===== config.mk =====
export PLATFORM = sky130hd
export DESIGN_NAME = fp_packer_flat
export DESIGN_NICKNAME = d
export VERILOG_FILES = /design/src/rtl/fp_packer_if.sv /design/src/rtl/fp_packer.sv /design/src/flat_wrapper.sv
export SDC_FILE = /design/constraint.sdc
export NUM_CORES = 1
export LEC_CHECK = 0
export ABC_AREA = 1
export ABC_CLOCK_PERIOD_IN_PS = 10820
export CAP_MARGIN = 25
export CORE_MARGIN = 4
export CORE_UTILIZATION = 62
export DETAILED_ROUTE_END_ITERATION = 8
export PLACE_DENSITY = 0.95
export REMOVE_ABC_BUFFERS = 1
export SETUP_SLACK_MARGIN = 0.3
export SYNTH_ARGS = -nofsm -noshare
export SYNTH_HDL_FRONTEND = slang
export SYNTH_SLANG_ARGS = --single-unit

===== constraint.sdc =====
create_clock -name clk -period 10.82 [get_ports clk]
set_clock_uncertainty 0.2 [all_clocks]
set_input_delay 2.164 -clock clk [delete_from_list [all_inputs] [get_ports clk]]
set_output_delay 2.164 -clock clk [all_outputs]
set_load 0.005 [all_outputs]

===== src/rtl/fp_packer_if.sv =====
// fp_packer_if: operand-in / result-out handshake bundle for fp_packer.
// "slave" is the packer side, "master" is the producer/consumer environment.
interface fp_packer_if #(
  parameter int N = 32
);
  logic          in_valid;
  logic          in_ready;
  logic          in_sign;
  logic [9:0]    in_exp;
  logic [N-1:0]  in_sig;
  logic          out_valid;
  logic          out_ready;
  logic [31:0]   out_result;
  logic          out_overflow;
  logic          out_underflow;
  logic          out_inexact;

  modport master (
    output in_valid, in_sign, in_exp, in_sig, out_ready,
    input  in_ready, out_valid, out_result, out_overflow, out_underflow, out_inexact
  );

  modport slave (
    input  in_valid, in_sign, in_exp, in_sig, out_ready,
    output in_ready, out_valid, out_result, out_overflow, out_underflow, out_inexact
  );
endinterface


===== src/rtl/fp_packer.sv =====
// fp_packer: LZC / normalize / round-to-nearest-even pipeline packing to IEEE-754 single.
// Define FP_PACKER_SUBNORMAL_EN for gradual underflow; otherwise tiny results flush to signed zero.
module fp_packer #(
  parameter int N = 32
) (
  input  logic       clk,
  input  logic       rst_n,
  fp_packer_if.slave bus
);
  localparam int LW = $clog2(N + 1);

  logic adv;
  logic out_valid_q;

  logic              s1_valid, s1_sign, s1_zero;
  logic [9:0]        s1_exp;
  logic [N-1:0]      s1_sig;
  logic [LW-1:0]     s1_lzc;

  logic              s2_valid, s2_sign, s2_zero, s2_tiny, s2_sticky;
  logic signed [10:0] s2_exp;
  logic [N-1:0]      s2_sig;

  logic              s3_valid, s3_sign, s3_zero, s3_tiny, s3_guard, s3_sticky;
  logic signed [10:0] s3_exp;
  logic [23:0]       s3_mant;

  // One enable for every stage: the whole pipe freezes while a result waits.
  assign adv           = !out_valid_q || bus.out_ready;
  assign bus.in_ready  = adv;
  assign bus.out_valid = out_valid_q;

  function automatic logic [LW-1:0] count_lz(input logic [N-1:0] v);
    logic [LW-1:0] n;
    logic          found;
    n     = LW'(N);
    found = 1'b0;
    for (int i = N - 1; i >= 0; i--) begin
      if (!found && v[i]) begin
        n     = LW'(N - 1 - i);
        found = 1'b1;
      end
    end
    return n;
  endfunction

  // Stage 2 normalize (and optional denormalizing right shift).
  logic signed [10:0] exp_norm, exp_s2;
  logic [N-1:0]       sig_norm, sig_s2;
  logic               tiny, sticky_s2;
`ifdef FP_PACKER_SUBNORMAL_EN
  int                 sh;
`endif

  // NOTE: every always_comb output gets a default first so no latch is inferred.
  always_comb begin
    exp_norm  = 11'(signed'(s1_exp)) - signed'(11'(s1_lzc));
    sig_norm  = s1_sig << s1_lzc;
    tiny      = !s1_zero && (exp_norm <= 11'sd0);
    sig_s2    = sig_norm;
    exp_s2    = exp_norm;
    sticky_s2 = 1'b0;
`ifdef FP_PACKER_SUBNORMAL_EN
    sh = 0;
    if (tiny) begin
      sh = 1 - int'(exp_norm);
      if (sh > N) sh = N;
      for (int i = 0; i < N; i++) begin
        if (i < sh) sticky_s2 = sticky_s2 | sig_norm[i];
      end
      sig_s2 = sig_norm >> sh;
      exp_s2 = '0;
    end
`endif
  end

  // Stage 3 round-to-nearest-even and pack, registered into the result register.
  logic               inc, inexact;
  logic [24:0]        mant_r;
  logic signed [10:0] exp_r;
  logic [31:0]        result_c;
  logic               ovf_c, unf_c, inx_c;

  always_comb begin
    inc     = s3_guard & (s3_sticky | s3_mant[0]);
    mant_r  = {1'b0, s3_mant} + 25'(inc);
    exp_r   = s3_exp + signed'({10'd0, mant_r[24]});
    inexact = s3_guard | s3_sticky;
    // A subnormal that rounds up into bit 23 becomes the smallest normal.
    result_c = {s3_sign, (s3_tiny ? {7'd0, mant_r[23]} : exp_r[7:0]), mant_r[22:0]};
    ovf_c    = 1'b0;
    unf_c    = 1'b0;
    inx_c    = inexact;
    if (s3_zero) begin
      result_c = {s3_sign, 31'd0};
      inx_c    = 1'b0;
    end else if (s3_tiny) begin
`ifdef FP_PACKER_SUBNORMAL_EN
      unf_c = inexact;
`else
      result_c = {s3_sign, 31'd0};
      unf_c    = 1'b1;
      inx_c    = 1'b1;
`endif
    end else if (exp_r >= 11'sd255) begin
      result_c = {s3_sign, 8'hFF, 23'd0};
      ovf_c    = 1'b1;
      inx_c    = 1'b1;
    end
  end

  // NOTE: sequential state uses non-blocking (<=) so every register samples pre-edge values.
  always_ff @(posedge clk or negedge rst_n) begin
    if (!rst_n) begin
      s1_valid          <= 1'b0;
      s2_valid          <= 1'b0;
      s3_valid          <= 1'b0;
      out_valid_q       <= 1'b0;
      bus.out_result    <= '0;
      bus.out_overflow  <= 1'b0;
      bus.out_underflow <= 1'b0;
      bus.out_inexact   <= 1'b0;
    end else if (adv) begin
      s1_valid          <= bus.in_valid;
      s2_valid          <= s1_valid;
      s3_valid          <= s2_valid;
      out_valid_q       <= s3_valid;
      bus.out_result    <= result_c;
      bus.out_overflow  <= ovf_c;
      bus.out_underflow <= unf_c;
      bus.out_inexact   <= inx_c;
    end
  end

  // NOTE: datapath registers carry no reset; their contents are qualified by the valid bits.
  always_ff @(posedge clk) begin
    if (adv) begin
      s1_sign   <= bus.in_sign;
      s1_exp    <= bus.in_exp;
      s1_sig    <= bus.in_sig;
      s1_lzc    <= count_lz(bus.in_sig);
      s1_zero   <= (bus.in_sig == '0);

      s2_sign   <= s1_sign;
      s2_zero   <= s1_zero;
      s2_tiny   <= tiny;
      s2_exp    <= exp_s2;
      s2_sig    <= sig_s2;
      s2_sticky <= sticky_s2;

      s3_sign   <= s2_sign;
      s3_zero   <= s2_zero;
      s3_tiny   <= s2_tiny;
      s3_exp    <= s2_exp;
      s3_mant   <= s2_sig[N-1:N-24];
      s3_guard  <= s2_sig[N-25];
      s3_sticky <= s2_sticky | (|s2_sig[N-26:0]);
    end
  end
endmodule

===== src/flat_wrapper.sv =====
// flat-port wrapper written by rule: the top's interface ports become plain ports
module fp_packer_flat 
#(
  parameter int N = 32
)
  (clk, rst_n, bus_in_valid, bus_in_sign, bus_in_exp, bus_in_sig, bus_out_ready, bus_in_ready, bus_out_valid, bus_out_result, bus_out_overflow, bus_out_underflow, bus_out_inexact);
  fp_packer_if #(.N(N)) bus_i ();
  input  logic clk;
  input  logic rst_n;
  input wire logic [$bits(bus_i.in_valid)-1:0] bus_in_valid;
  input wire logic [$bits(bus_i.in_sign)-1:0] bus_in_sign;
  input wire logic [$bits(bus_i.in_exp)-1:0] bus_in_exp;
  input wire logic [$bits(bus_i.in_sig)-1:0] bus_in_sig;
  input wire logic [$bits(bus_i.out_ready)-1:0] bus_out_ready;
  output wire logic [$bits(bus_i.in_ready)-1:0] bus_in_ready;
  output wire logic [$bits(bus_i.out_valid)-1:0] bus_out_valid;
  output wire logic [$bits(bus_i.out_result)-1:0] bus_out_result;
  output wire logic [$bits(bus_i.out_overflow)-1:0] bus_out_overflow;
  output wire logic [$bits(bus_i.out_underflow)-1:0] bus_out_underflow;
  output wire logic [$bits(bus_i.out_inexact)-1:0] bus_out_inexact;
  assign bus_i.in_valid = bus_in_valid;
  assign bus_i.in_sign = bus_in_sign;
  assign bus_i.in_exp = bus_in_exp;
  assign bus_i.in_sig = bus_in_sig;
  assign bus_i.out_ready = bus_out_ready;
  assign bus_in_ready = bus_i.in_ready;
  assign bus_out_valid = bus_i.out_valid;
  assign bus_out_result = bus_i.out_result;
  assign bus_out_overflow = bus_i.out_overflow;
  assign bus_out_underflow = bus_i.out_underflow;
  assign bus_out_inexact = bus_i.out_inexact;
  fp_packer #(.N(N)) u_core (.clk(clk), .rst_n(rst_n), .bus(bus_i));
endmodule

==> results.json <==
{
  "status": "finished, final reports clean",
  "rows": 43,
  "io_buffers": 83,
  "syn-mean-instance-area_sq_um": 9.48,
  "yosysSeqAreaShare_pct": 57.4,
  "pwr-share-clk_pct": 23.4,
  "crit_type": "primary input to primary output",
  "ys_types": 45,
  "drive_above_1_share_pct": 7.20,
  "clk_pin_slew_ns": 0.06,
  "required_ns": 8.46,
  "vias_per_cell": 5.66,
  "die_y_microns": 127,
  "yosys_warnings": 0,
  "totalWireLength_microns": 18000,
  "fin_util_pct": 74.6,
  "ctsHoldBuffers": 0,
  "syn_area_sq_mm": 0.00882,
  "worstSetupEndpoint": "bus_in_ready",
  "die_area_sq_mm": 0.0162,
  "grt_pass1_wl_microns": 29900,
  "endpoint_kind": "primary output",
  "synth_cells": 930,
  "cap_viol_max_count": 0,
  "tritoncts": "built",
  "regToRegSetupSlack_ns": 6.77,
  "async_flop_share_pct": 22.3,
  "fin_crit_sh_pct": 58.4,
  "drtIter0Drc": 621,
  "slew_headroom_pct": 35.4,
  "irDropWorstVdd_mv": 0.150,
  "clk_path_buf_depth": 2,
  "cts_post_setup_buffers_inserted": 0,
  "cts_resized": 0,
  "setup_viol": 0,
  "clk_latency_ns": 0.42,
  "grt_pass1_vias": 6574,
  "final_antenna_net_count": 0,
  "ys_seq_elements": 175,
  "p_leak_nw": 4.31,
  "max_freq_mhz": 158,
  "grt.total_usage_pct": 23.1,
  "io-pin-count": 84,
  "dp_hpwl_microns": 12900,
  "cts-buffers-inserted": 17,
  "setup-tns-final_ns": 0,
  "drc": 0,
  "core_area_sq_mm": 0.0139,
  "pwr-share-comb_pct": 31.3,
  "powerDensity_mw_per_mm2": 264,
  "rsz0062_at_grt": "no",
  "cts_sinks": 175,
  "htreeDepth": 4,
  "final_max_slew_viol_count": 0,
  "antenna_cells": 0,
  "area_growth_pct": 17.9,
  "timing.rr.end": "u_core.bus.out_result[2]$_DFFE_PN0P_",
  "antenna_found_initial": 0,
  "cp.arrival_ns": 3.96,
  "period_minus_slack_ns": 6.32,
  "avgRoutedWirePerCell_microns": 15.1,
  "tightest_slew_ns": 0.969,
  "p_sw_share_pct": 33.9,
  "synth_edf_count": 136,
  "dr.pass1.iters": 6,
  "synth_ff_type": "edfxtp_1",
  "p_int_mw": 1.81,
  "hold_viol": 0,
  "gp_congestion": 0.925,
  "worst-r2r-cell-count": 19,
  "worstPathMaxFanout": 47,
  "cp-start-kind": "primary input",
  "die_width_microns": 127,
  "min_path_type": "flip-flop to flip-flop",
  "switchingPower_uw": 931,
  "grt_max_degree": 55,
  "cp-startpoint": "bus_out_ready",
  "pwr-share-seq_pct": 45.3,
  "reg2reg_from": "u_core.s3_guard$_DFFE_PP_",
  "vias": 6762,
  "grt_overflow": 0,
  "root_buffer": "clkbuf_16",
  "start_util_pct": 63.3,
  "nets": 1059
}
[per-layer routing]
layer / wire length, microns / up-vias / GRT usage [%]
met1: 7090 / 3110 / 26.3
met5: 0 / - / 0
met2: 9320 / 256 / 41.3
li1: - / 3340 / -
met3: 969 / 56 / 4.89
met4: 646 / 0 / 11.2
[synthesized netlist by cell type (all sizes together) (2+ instances only)]
cell,n,area share (%)
nand3b,12,1.2
xor2,18,1.8
o2111ai,6,0.60
ha,9,1.3
nand3,68,4.0
a31oi,5,0.35
inv,73,3.1
o21ai,84,5.2
nor2,89,4.3
clkbuf,22,0.94
nor3,13,0.85
o41ai,3,0.30
nand2,253,11
o21bai,2,0.17
buf,13,0.85
dfrtp,39,11
edfxtp,136,46
a211oi,2,0.17
nand4,24,1.7
or2,6,0.43
nor4,3,0.21
o211ai,12,1.0
clkinv,4,0.18
a21oi,8,0.45
o22ai,10,0.71
mux2i,4,0.45
xnor2,8,0.79
[state kept, by name, summed over array words and instances (netlist names), 6 cells and up]
| register | flops |
|---|---|
| u_core.s2_sig | 32 |
| u_core.s2_exp | 11 |
| u_core.s1_exp | 10 |
| u_core.s3_mant | 24 |
| u_core.bus.out_result | 32 |
| u_core.s1_lzc | 6 |
| u_core.s1_sig | 32 |
| u_core.s3_exp | 11 |
[placed cells by master, fill, tap and decap left out, types with 10 or more instances in the layout]
master,instances
nor3_1,11
dfrtp_1,39
nor2_1,79
nand3b_1,11
inv_1,73
edfxtp_1,136
o22ai_1,10
nand3_1,65
clkdlybuf4s50_1,82
nand4_1,24
xor2_1,18
o21ai_2,10
clkbuf_16,17
o211ai_1,12
o21ai_0,71
nand2_1,246
[logic make-up (layout without fill, tap and decap cells)]
kind of cell / after synthesis / count (layout) / share of synthesized area (%)
simple gates: 468 / 468 / 23.8
flops: 175 / 175 / 57.4
compound gates: 135 / 135 / 9.23
buf+inv: 112 / 196 / 5.08
xor+xnor: 26 / 26 / 2.58
fa+ha+maj: 10 / 10 / 1.50
mux: 4 / 4 / 0.454
[stage by stage]
stage / hold WS, ns / power (mW) / std cells / area, sq um / setup slack [ns]
2_1_floorplan: 0.200 / 1.75 / 895 / 8660 / 1.84
3_3_place_gp: 0.202 / 2.03 / 1162 / 9750 / 4.51
3_5_place_dp: 0.205 / 2.08 / 1162 / 9750 / 4.49
4_1_cts: 0.218 / 2.74 / 1193 / 10400 / 4.49
5_1_grt: 0.222 / 2.92 / 1194 / 10400 / 4.38
6_report: 0.217 / 2.74 / 1194 / 10400 / 4.50
[power by group through the flow]
stage                     Sequential, mW  Clock [mW]  Combinational (mW)
after global routing                1.27       0.680               0.964
after global placement              1.24           0               0.795
after detailed placement            1.26           0               0.827
final                               1.24       0.641               0.858
after floorplan                     1.22           0               0.531
after CTS                           1.25       0.649               0.842
[worst min path at each step]
stage / from / to / cells past startpoint
after CTS: u_core.s2_exp[1]$_DFFE_PP_ / u_core.s3_exp[1]$_DFFE_PP_ / 0
after global routing: u_core.s2_tiny$_DFFE_PP_ / u_core.s3_tiny$_DFFE_PP_ / 0
after floorplan: u_core.s1_sign$_DFFE_PP_ / u_core.s2_sign$_DFFE_PP_ / 0
after global placement: u_core.s2_sign$_DFFE_PP_ / u_core.s3_sign$_DFFE_PP_ / 0
final: u_core.s2_sig[21]$_SDFFCE_PP0P_ / u_core.s3_mant[13]$_DFFE_PP_ / 0
after detailed placement: u_core.s2_sig[21]$_SDFFCE_PP0P_ / u_core.s3_mant[13]$_DFFE_PP_ / 0
[cell type report]
cell class,count,area [sq um]
fill,900,3530
clock buffer,18,429
multi-input combinational,643,3320
sequential,175,5060
tap,180,225
inverter,77,293
timing repair buffer,88,883
clock inverter,13,195
[critical path, cell delays in order]
cell             delay, ns
clkdlybuf4s50_1       0.47
nor2_2                0.04
buf_4                 0.24
inv_4                 0.44
clkdlybuf4s50_1       0.60
Note: power is estimated with default switching activity, not from simulation.
